`src/rtl/mvau_weight_seq_if.sv`:
```
// Weight stream bundle between the MVAU weight sequencer and its PE lane.
// Carries the weight word, fold markers and the valid/ready handshake.
interface mvau_weight_seq_if #(
    parameter int DW = 2
);
    logic [DW-1:0] wgt_tdata;
    logic          wgt_sf_last;
    logic          wgt_last;
    logic          wgt_tvalid;
    logic          wgt_tready;

    modport master (
        output wgt_tdata,
        output wgt_sf_last,
        output wgt_last,
        output wgt_tvalid,
        input  wgt_tready
    );

    modport slave (
        input  wgt_tdata,
        input  wgt_sf_last,
        input  wgt_last,
        input  wgt_tvalid,
        output wgt_tready
    );
endinterface

```
`src/rtl/mvau_weight_seq.sv`:
```
// Weight-memory sequencer for one MVAU PE lane: linear address sweeps,
// a 2-stage tag pipeline matching the memory latency, and a 4-deep skid FIFO.
module mvau_weight_seq #(
    parameter int SIMD         = 2,
    parameter int TW           = 1,
    parameter int SF           = 2,
    parameter int NF           = 2,
    parameter int WMEM_ADDR_BW = 4,
    parameter int REP_BW       = 16
) (
    input  logic                    aclk,
    input  logic                    aresetn,
    input  logic                    start,
    input  logic [REP_BW-1:0]       num_reps,
    output logic                    busy,
    output logic                    done,
    output logic [WMEM_ADDR_BW-1:0] wmem_addr,
    input  logic [SIMD*TW-1:0]      wmem_in,
    mvau_weight_seq_if.master       wgt
);
    localparam int DW    = SIMD * TW;
    localparam int SF_BW = (SF > 1) ? $clog2(SF) : 1;
    localparam int NF_BW = (NF > 1) ? $clog2(NF) : 1;

    localparam logic [SF_BW-1:0] SF_MAX = SF_BW'(SF - 1);
    localparam logic [NF_BW-1:0] NF_MAX = NF_BW'(NF - 1);

    typedef enum logic [1:0] {
        IDLE,
        RUN,
        DRAIN,
        FINISH
    } state_t;

    state_t state;
    state_t state_nxt;

    logic [SF_BW-1:0]  sf_cnt;
    logic [SF_BW-1:0]  sf_cur;
    logic [SF_BW-1:0]  sf_nxt;
    logic [NF_BW-1:0]  nf_cnt;
    logic [NF_BW-1:0]  nf_cur;
    logic [NF_BW-1:0]  nf_nxt;
    logic [REP_BW-1:0] rep_cnt;
    logic [REP_BW-1:0] rep_cur;
    logic [REP_BW-1:0] rep_nxt;

    logic [WMEM_ADDR_BW-1:0] addr_cur;

    logic accept;
    logic issue;
    logic load_cnt;
    logic room;
    logic is_sf_last;
    logic is_last;
    logic final_issue;
    logic push;
    logic pop;

    logic a_vld;
    logic a_sf_last;
    logic a_last;
    logic m_vld;
    logic m_sf_last;
    logic m_last;

    logic [2:0]    cnt;
    logic [1:0]    wr_ptr;
    logic [1:0]    rd_ptr;
    logic [DW+1:0] fifo_mem [4];

    assign busy   = (state != IDLE) | done;
    assign accept = start & ~busy;
    assign pop    = wgt.wgt_tvalid & wgt.wgt_tready;
    assign push   = m_vld;

    // Words in flight plus queued words must fit the FIFO after this pop.
    assign room = (4'(cnt) + 4'(a_vld) + 4'(m_vld)) < (4'd4 + 4'(pop));

    assign wgt.wgt_tvalid = (cnt != 3'd0);
    assign {wgt.wgt_tdata, wgt.wgt_sf_last, wgt.wgt_last} = fifo_mem[rd_ptr];

    always_comb begin
        state_nxt = state;
        issue     = 1'b0;
        load_cnt  = 1'b0;
        sf_cur    = sf_cnt;
        nf_cur    = nf_cnt;
        rep_cur   = rep_cnt;
        unique case (state)
            IDLE: begin
                if (accept) begin
                    load_cnt = 1'b1;
                    sf_cur   = '0;
                    nf_cur   = '0;
                    rep_cur  = num_reps;
                    if (num_reps == '0) begin
                        state_nxt = FINISH;
                    end else begin
                        state_nxt = RUN;
                        issue     = room;
                    end
                end
            end
            RUN: begin
                issue = room;
            end
            DRAIN: begin
                if (!a_vld && !m_vld &&
                    (cnt == 3'd0 || (cnt == 3'd1 && pop))) begin
                    state_nxt = FINISH;
                end
            end
            FINISH: begin
                state_nxt = IDLE;
            end
            default: begin
                state_nxt = IDLE;
            end
        endcase

        is_sf_last  = (sf_cur == SF_MAX);
        is_last     = is_sf_last & (nf_cur == NF_MAX);
        final_issue = issue & is_last & (rep_cur == REP_BW'(1));
        if (final_issue) begin
            state_nxt = DRAIN;
        end

        addr_cur = WMEM_ADDR_BW'(int'(nf_cur) * SF + int'(sf_cur));

        sf_nxt  = sf_cur;
        nf_nxt  = nf_cur;
        rep_nxt = rep_cur;
        if (issue) begin
            if (is_sf_last) begin
                sf_nxt = '0;
                if (nf_cur == NF_MAX) begin
                    nf_nxt  = '0;
                    rep_nxt = rep_cur - 1'b1;
                end else begin
                    nf_nxt = nf_cur + 1'b1;
                end
            end else begin
                sf_nxt = sf_cur + 1'b1;
            end
        end
    end

    always_ff @(posedge aclk or negedge aresetn) begin
        if (!aresetn) begin
            state <= IDLE;
            done  <= 1'b0;
        end else begin
            state <= state_nxt;
            done  <= (state == FINISH);
        end
    end

    always_ff @(posedge aclk or negedge aresetn) begin
        if (!aresetn) begin
            sf_cnt    <= '0;
            nf_cnt    <= '0;
            rep_cnt   <= '0;
            wmem_addr <= '0;
        end else begin
            if (load_cnt || issue) begin
                sf_cnt  <= sf_nxt;
                nf_cnt  <= nf_nxt;
                rep_cnt <= rep_nxt;
            end
            if (issue) begin
                wmem_addr <= addr_cur;
            end
        end
    end

    // Tags track each issued address through the address and memory stages.
    always_ff @(posedge aclk or negedge aresetn) begin
        if (!aresetn) begin
            a_vld     <= 1'b0;
            a_sf_last <= 1'b0;
            a_last    <= 1'b0;
            m_vld     <= 1'b0;
            m_sf_last <= 1'b0;
            m_last    <= 1'b0;
        end else begin
            a_vld     <= issue;
            a_sf_last <= issue & is_sf_last;
            a_last    <= issue & is_last;
            m_vld     <= a_vld;
            m_sf_last <= a_sf_last;
            m_last    <= a_last;
        end
    end

    always_ff @(posedge aclk or negedge aresetn) begin
        if (!aresetn) begin
            wr_ptr <= '0;
            rd_ptr <= '0;
            cnt    <= '0;
            for (int i = 0; i < 4; i++) begin
                fifo_mem[i] <= '0;
            end
        end else begin
            if (push) begin
                fifo_mem[wr_ptr] <= {wmem_in, m_sf_last, m_last};
                wr_ptr           <= wr_ptr + 2'd1;
            end
            if (pop) begin
                rd_ptr <= rd_ptr + 2'd1;
            end
            unique case ({push, pop})
                2'b10:   cnt <= cnt + 3'd1;
                2'b01:   cnt <= cnt - 3'd1;
                default: cnt <= cnt;
            endcase
        end
    end
endmodule

```
`src/flat_wrapper.sv`:
```
// flat-port wrapper written by rule: the top's interface ports become plain ports
module mvau_weight_seq_flat 
#(
    parameter int SIMD         = 2,
    parameter int TW           = 1,
    parameter int SF           = 2,
    parameter int NF           = 2,
    parameter int WMEM_ADDR_BW = 4,
    parameter int REP_BW       = 16
)
  (aclk, aresetn, start, num_reps, busy, done, wmem_addr, wmem_in, wgt_wgt_tdata, wgt_wgt_sf_last, wgt_wgt_last, wgt_wgt_tvalid, wgt_wgt_tready);
  mvau_weight_seq_if #(.DW((SIMD * TW))) wgt_i ();
  input  logic aclk;
  input  logic aresetn;
  input  logic start;
  input  logic [REP_BW-1:0] num_reps;
  output logic busy;
  output logic done;
  output logic [WMEM_ADDR_BW-1:0] wmem_addr;
  input  logic [SIMD*TW-1:0] wmem_in;
  output wire logic [$bits(wgt_i.wgt_tdata)-1:0] wgt_wgt_tdata;
  output wire logic [$bits(wgt_i.wgt_sf_last)-1:0] wgt_wgt_sf_last;
  output wire logic [$bits(wgt_i.wgt_last)-1:0] wgt_wgt_last;
  output wire logic [$bits(wgt_i.wgt_tvalid)-1:0] wgt_wgt_tvalid;
  input wire logic [$bits(wgt_i.wgt_tready)-1:0] wgt_wgt_tready;
  assign wgt_wgt_tdata = wgt_i.wgt_tdata;
  assign wgt_wgt_sf_last = wgt_i.wgt_sf_last;
  assign wgt_wgt_last = wgt_i.wgt_last;
  assign wgt_wgt_tvalid = wgt_i.wgt_tvalid;
  assign wgt_i.wgt_tready = wgt_wgt_tready;
  mvau_weight_seq #(.SIMD(SIMD), .TW(TW), .SF(SF), .NF(NF), .WMEM_ADDR_BW(WMEM_ADDR_BW), .REP_BW(REP_BW)) u_core (.aclk(aclk), .aresetn(aresetn), .start(start), .num_reps(num_reps), .busy(busy), .done(done), .wmem_addr(wmem_addr), .wmem_in(wmem_in), .wgt(wgt_i));
endmodule
```
`config.mk`:
```
export PLATFORM = sky130hd
export DESIGN_NAME = mvau_weight_seq_flat
export DESIGN_NICKNAME = d
export VERILOG_FILES = /design/src/rtl/mvau_weight_seq_if.sv /design/src/rtl/mvau_weight_seq.sv /design/src/flat_wrapper.sv
export SDC_FILE = /design/constraint.sdc
export NUM_CORES = 1
export LEC_CHECK = 0
export ABC_CLOCK_PERIOD_IN_PS = 3180
export BUFFER_PORTS_ARGS = -buffer_cell sky130_fd_sc_hd__buf_2
export CORE_UTILIZATION = 40
export CTS_CLUSTER_DIAMETER = 200
export DETAILED_ROUTE_END_ITERATION = 6
export GPL_TIMING_DRIVEN = 0
export PLACE_DENSITY = 0.61
export SLEW_MARGIN = 20
export SYNTH_ARGS = -nofsm -noshare
export SYNTH_HDL_FRONTEND = slang
export SYNTH_SLANG_ARGS = --single-unit
```
`constraint.sdc`:
```
create_clock -name aclk -period 3.18 [get_ports aclk]
set_clock_uncertainty 0.1 [all_clocks]
set_input_delay 0.159 -clock aclk [delete_from_list [all_inputs] [get_ports aclk]]
set_output_delay 0.159 -clock aclk [all_outputs]
set_load 0.01 [all_outputs]
```
=== Yosys cells after proc, flatten, opt, wreduce, memory -nomap -nowiden ===
Cells that the tools add are included.

* Equality and inequality tests: 9
* Muxes and demuxes: 31
* Add/subtract/negate cells: 11
* Order comparisons: 4
* Reduce and logical (&&, ||, !) cells: 16
* Bitwise gates (word level): 10

{| class="wikitable"
|+ Operator list
! operator !! count
|-
| $mux 16 || 5
|-
| $bwmux 16 || 1
|-
| $eq 16x1->1 const B || 1
|-
| $logic_not 16->1 || 1
|-
| $sub 16x1->16 const B || 1
|-
| $mux 1 || 13
|-
| $mux 4 || 3
|-
| $bmux 4 s2 || 1
|-
| $demux 4 s2 || 1
|-
| $mux 2 || 4
|-
| $and 1x1->1 || 6
|-
| $eq 2x2->1 const B || 3
|-
| $ge 3x3->1 const B || 2
|-
| $ne 3x1->1 const B || 2
|-
| $not 2->3 || 2
|-
| $pmux 2 s3 || 1
|-
| $pmux 3 s2 || 1
|-
| $add 2x1->2 const B || 2
|-
| $add 3x1->4 || 1
|-
| $add 3x1->4 const A || 1
|-
| $add 4x1->4 || 1
|-
| $eq 2x1->1 const B || 2
|-
| $logic_and 1x1->1 || 4
|-
| $lt 4x4->1 || 1
|-
| other kinds (17) || 21
|}

* Output and inout port bits: 11
* Flip-flop bits (word level): 54

=== Logic depth before layout (Yosys ltp) ===
* Depth in word-level cells: 11
* Mapped depth: 13

=== Least setup slack after synthesis ===
OpenSTA, ideal clock, no wires.

* Path type: flip-flop to flip-flop
* Start point: reg u_core.m_vld
* End point: reg u_core.sf_cnt
* Setup slack: 306 ps
* Cell stages (with the launch flop): 12
* Arrival time: 2653 ps
* Buffers on the path: 1
* Data required time: 2959 ps
* Cell sequence: dfrtp_1 clkbuf_1 inv_1 fa_1 inv_1 ha_1 and3b_1 o211ai_1 o31ai_2 ha_1 o21ai_0 nand2_1

* Longest elaborated chain between the ends: 6

{| class="wikitable"
|+ Ends and longest elaborated chain
! element !! line !! source
|-
| start: declaration || mvau_weight_seq.sv:63 || <nowiki>logic m_vld;</nowiki>
|-
| start signal: assignment || mvau_weight_seq.sv:190 || <nowiki>m_vld <= a_vld;</nowiki>
|-
| $add 4x1->4 * || mvau_weight_seq.sv:78 || <nowiki>assign room = (4'(cnt) + 4'(a_vld) + 4'(m_vld)) < (4'd4 + 4'(pop));</nowiki>
|-
| $lt 4x4->1 * || mvau_weight_seq.sv:78 ||
|-
| $mux 1 || mvau_weight_seq.sv:97 || <nowiki>if (num_reps == '0) begin</nowiki>
|-
| $mux 1 || mvau_weight_seq.sv:92 || <nowiki>if (accept) begin</nowiki>
|-
| $pmux 1 s2 * || mvau_weight_seq.sv:90 || <nowiki>unique case (state)</nowiki>
|-
| named net u_core.issue || mvau_weight_seq.sv:51 || <nowiki>logic issue;</nowiki>
|-
| $mux 1 * || mvau_weight_seq.sv:134 || <nowiki>if (issue) begin</nowiki>
|-
| named net u_core.sf_nxt || mvau_weight_seq.sv:40 || <nowiki>logic [SF_BW-1:0] sf_nxt;</nowiki>
|-
| end signal: assignment || mvau_weight_seq.sv:167 || <nowiki>sf_cnt <= sf_nxt;</nowiki>
|-
| end: declaration || mvau_weight_seq.sv:38 || <nowiki>logic [SF_BW-1:0] sf_cnt;</nowiki>
|}

Mark *: on every way through the listed nets, which the timed path passes. The rest lies on a longest branch.
A chain may end at the register's enable or synchronous reset.

=== Worst setup path after layout ===
* Start point: reg u_core.state[0]
* End point: reg u_core.rep_cnt[14]

* Longest elaborated chain between the ends: 10

{| class="wikitable"
|+ Ends and longest elaborated chain
! element !! line !! source
|-
| start: declaration || mvau_weight_seq.sv:35 || <nowiki>state_t state;</nowiki>
|-
| start signal: assignment || mvau_weight_seq.sv:154 || <nowiki>state <= state_nxt;</nowiki>
|-
| $reduce_bool 2->1 || mvau_weight_seq.sv:72 || <nowiki>assign busy = (state != IDLE) | done;</nowiki>
|-
| $or 1x1->1 || mvau_weight_seq.sv:72 ||
|-
| $not 1->1 || mvau_weight_seq.sv:73 || <nowiki>assign accept = start & ~busy;</nowiki>
|-
| $and 1x1->1 || mvau_weight_seq.sv:73 ||
|-
| $mux 16 || mvau_weight_seq.sv:92 ||
|-
| $mux 16 || mvau_weight_seq.sv:90 ||
|-
| $sub 16x1->16 || mvau_weight_seq.sv:139 || <nowiki>rep_nxt = rep_cur - 1'b1;</nowiki>
|-
| $mux 16 || mvau_weight_seq.sv:137 || <nowiki>if (nf_cur == NF_MAX) begin</nowiki>
|-
| $mux 16 || mvau_weight_seq.sv:135 || <nowiki>if (is_sf_last) begin</nowiki>
|-
| $mux 16 || mvau_weight_seq.sv:134 ||
|-
| end signal: assignment || mvau_weight_seq.sv:169 || <nowiki>rep_cnt <= rep_nxt;</nowiki>
|-
| end: declaration || mvau_weight_seq.sv:44 || <nowiki>logic [REP_BW-1:0] rep_cnt;</nowiki>
|}

Several ways; a longest one is shown, not always the timed one.

==> out/results.txt <==
DR pass1 iterations - 4
CTS Root Buffer Type - clkbuf_8
final period utilization - 93.85%
top post-synthesis cells by count - dfrtp_1, nand2_1, ha_1, mux2_2, nor2_1
maxcap violations - 0
GR Util met3 - 3.172%
Antenna Diode Count - 0
final hold vios - 0
worst-skew pair later-pin latency - 0.31 ns
Final setup viols - 0
Tmin final - 2.985 ns
library cells used by synthesis - 53
GR Util met2 - 31.12%
synth top area cells - dfrtp_1, ha_1, mux2_2
number of global-route vias before repair - 2,249
Seq/Total Area, Yosys - 43.70%
most numerous cell in the Yosys netlist - dfrtp_1
Vias/cell - 5.288
area fraction of the dominant cell type after synthesis - 43.70%
Routed Antenna Nets - 0
Slew Limit Headroom - 54.29%
FF+latch count, synth - 52
DIE WIDTH - 88.28 µm
Worst setup EP type - flop
DPL Wire Length - 4592 µm
Rows - 31
crit start category - flop
first-pass GRT wire length - 10,630 µm
Synth Area in Simple Gates - 17.39%
worst endpoint required time - 3.29 ns
GRT Total Usage - 17.78%
Avg Synthesized Cell Area - 10.75 µm²
Die Area - 0.007793 mm²
drt drc - 0
measured slew at the worst slew-check pin - 0.6856 ns
Static Leak - 0.001552 µW
starting density of the core - 41.28%
DR iter-0 viols - 144
FMAX - 335.1 MHz
routed vias - 2,237
Worst VDD drop - 0.0003174 V
filler instances - 687
initial antenna violation count - 0
met1 Usage GRT - 22.15%
CTS tree - built
Placed Area - 0.003258 mm²
Max clock buf depth - 2
Yosys Warn Count - 0
synth-to-layout area growth - 16.51%
Final Wtd Congestion - 0.8757
clk slew on worst S/H paths - 0.10 ns
I/O pin total - 33
DRT Wirelength - 6373 µm
Avg WL per Cell - 15.07 µm
setup TNS - 0 ns
pin count of the biggest net entering global routing - 53
netlist area before placement - 0.002978 mm²
type of the worst setup path - flop to flop
GRT busiest layer - met2
share of layout cells above drive strength 1 - 24.38%
WP data arrival - 3.09 ns
mux share of post-synthesis cell area - 12.23%
Finished Cell Area - 0.003470 mm²
Port Buffer Count - 30
nets@finish - 365
core area - 0.007214 mm²
Synth Flop Type - dfrtp_1
main combinational cell family by area after synthesis - simple AND/OR/NAND/NOR gates
unrepaired setup endpoints after global routing - yes
Pwr Density - 895.7 mW/mm²
Fin Hold WS - 0.01605 ns
Remaining Overflow, GRT - 0
Synth Area in Adders - 8.655%
Die Ht - 88.28 µm
clk sinks - 52
status - finished clean
FFs w/ async S/R, synth - 100.0%
TritonCTS Buffers - 5
Yosys top cell by area - dfrtp_1
Mapped Cells - 277
Post-synth EDFFs - 0
fin. max-slew vios - 0
XOR/XNOR Fraction of Synth Area - 4.412%
Worst Path Max Fanout - 10
Hold WC Path Type - primary input to flop
# H-tree levels - 2
compound-gate portion of the synthesized area - 10.29%
==> layer usage <==
| metal | share of wire [%] | vias up | routed length (µm) |
|---|---|---|---|
| met4 | 1.3 | 0 | 82 |
| met1 | 46 | 1094 | 2957 |
| li1 | - | 1087 | - |
| met2 | 49 | 49 | 3134 |
| met5 | 0 | - | 0 |
| met3 | 3.1 | 7 | 198 |
==> registers in the layout, summed over array words and instances, names as in the netlist <==
name	flops
u_core.a_last	1
u_core.a_sf_last	1
u_core.a_vld	1
u_core.cnt	3
u_core.done	1
u_core.fifo_mem	16
u_core.m_last	1
u_core.m_sf_last	1
u_core.m_vld	1
u_core.nf_cnt	1
u_core.rd_ptr	2
u_core.rep_cnt	16
u_core.sf_cnt	1
u_core.state	2
u_core.wmem_addr	2
u_core.wr_ptr	2
==> cell type report <==
cell class / count / area [µm²] / share of cell area (%)
Tap cell: 99 / 123.9 / 3.570
Clock inverter: 3 / 21.27 / 0.6131
Buffer: 9 / 51.30 / 1.479
Clock buffer: 5 / 68.82 / 1.983
Sequential cell: 52 / 1304 / 37.58
Inverter: 12 / 45.04 / 1.298
Timing Repair Buffer: 39 / 240.2 / 6.924
Multi-Input combinational cell: 204 / 1615 / 46.56
==> layout by cell type (no fill, tap or decap), types with 8 or more instances in the layout <==
master | synthesis | final
dfrtp_1 | 52 | 50
inv_1 | 12 | 12
dlygate4sd3_1 | 0 | 8
ha_1 | 19 | 18
xnor2_1 | 10 | 10
nor3_1 | 13 | 13
mux2_2 | 16 | 16
nor2_1 | 16 | 16
buf_2 | 1 | 30
nand2_1 | 24 | 24
==> cell families (layout without fill, tap and decap cells) <==
kind of cell / count (synthesis) / in the layout
simple gates: 95 / 95
flops: 52 / 52
compound gates: 43 / 43
mux: 29 / 29
buf+inv: 22 / 68
fa+ha+maj: 20 / 20
xor+xnor: 15 / 15
other cells: 1 / 2
==> through the flow <==
step                power (µW)  setup WS, ns  std cells  util [%]
global route              3363      -0.01306        423     48.09
global placement          2627       -0.3405        407     45.13
CTS                       3128       0.03009        423     47.95
detailed placement        2676       -0.3441        407     45.16
floorplan                 2270        0.3060        278         -
finish                    3108        0.1955        423     48.09
==> worst max-delay path, stage by stage, from the launching register on <==
cell	delay [ns]
dfrtp_2	0.42
inv_1	0.08
ha_1	0.24
and3b_1	0.19
buf_2	0.16
buf_4	0.18
clkbuf_4	0.20
nand2_1	0.10
a21boi_2	0.19
ha_2	0.22
nand2_1	0.12
nor4_4	0.38
and4_1	0.25
a211oi_1	0.05
==> worst paths after layout <==
kind,slack [ns],cells past startpoint,start,to
worst min register to register,0.26,0,u_core.a_last,u_core.m_last
worst min-delay path,0.02,2,wmem_in[0],u_core.fifo_mem[10]
max in group asynchronous,2.16,2,aresetn,u_core.state[0]
worst max register to register,0.20,13,u_core.state[0],u_core.rep_cnt[14]
worst max-delay path,0.20,13,u_core.state[0],u_core.rep_cnt[14]
min in group asynchronous,0.33,2,aresetn,u_core.cnt[0]
==> timing repair <==
item	in CTS	in global routing
endpoints found under the hold margin	59	0
buffers inserted	1	0
pin swaps	2	1
resized for setup	7	5
hold buffers	8	0
endpoints found under the setup margin	11	6
==> where the power goes <==
part           leakage, µW  switching, µW  total, µW  internal (µW)
logic             0.000865            815       1520            702
clock network    0.0000445            241        398            157
registers         0.000642            241       1190            952
total              0.00155           1300       3110           1810
Power figures use the tool's default switching activity.
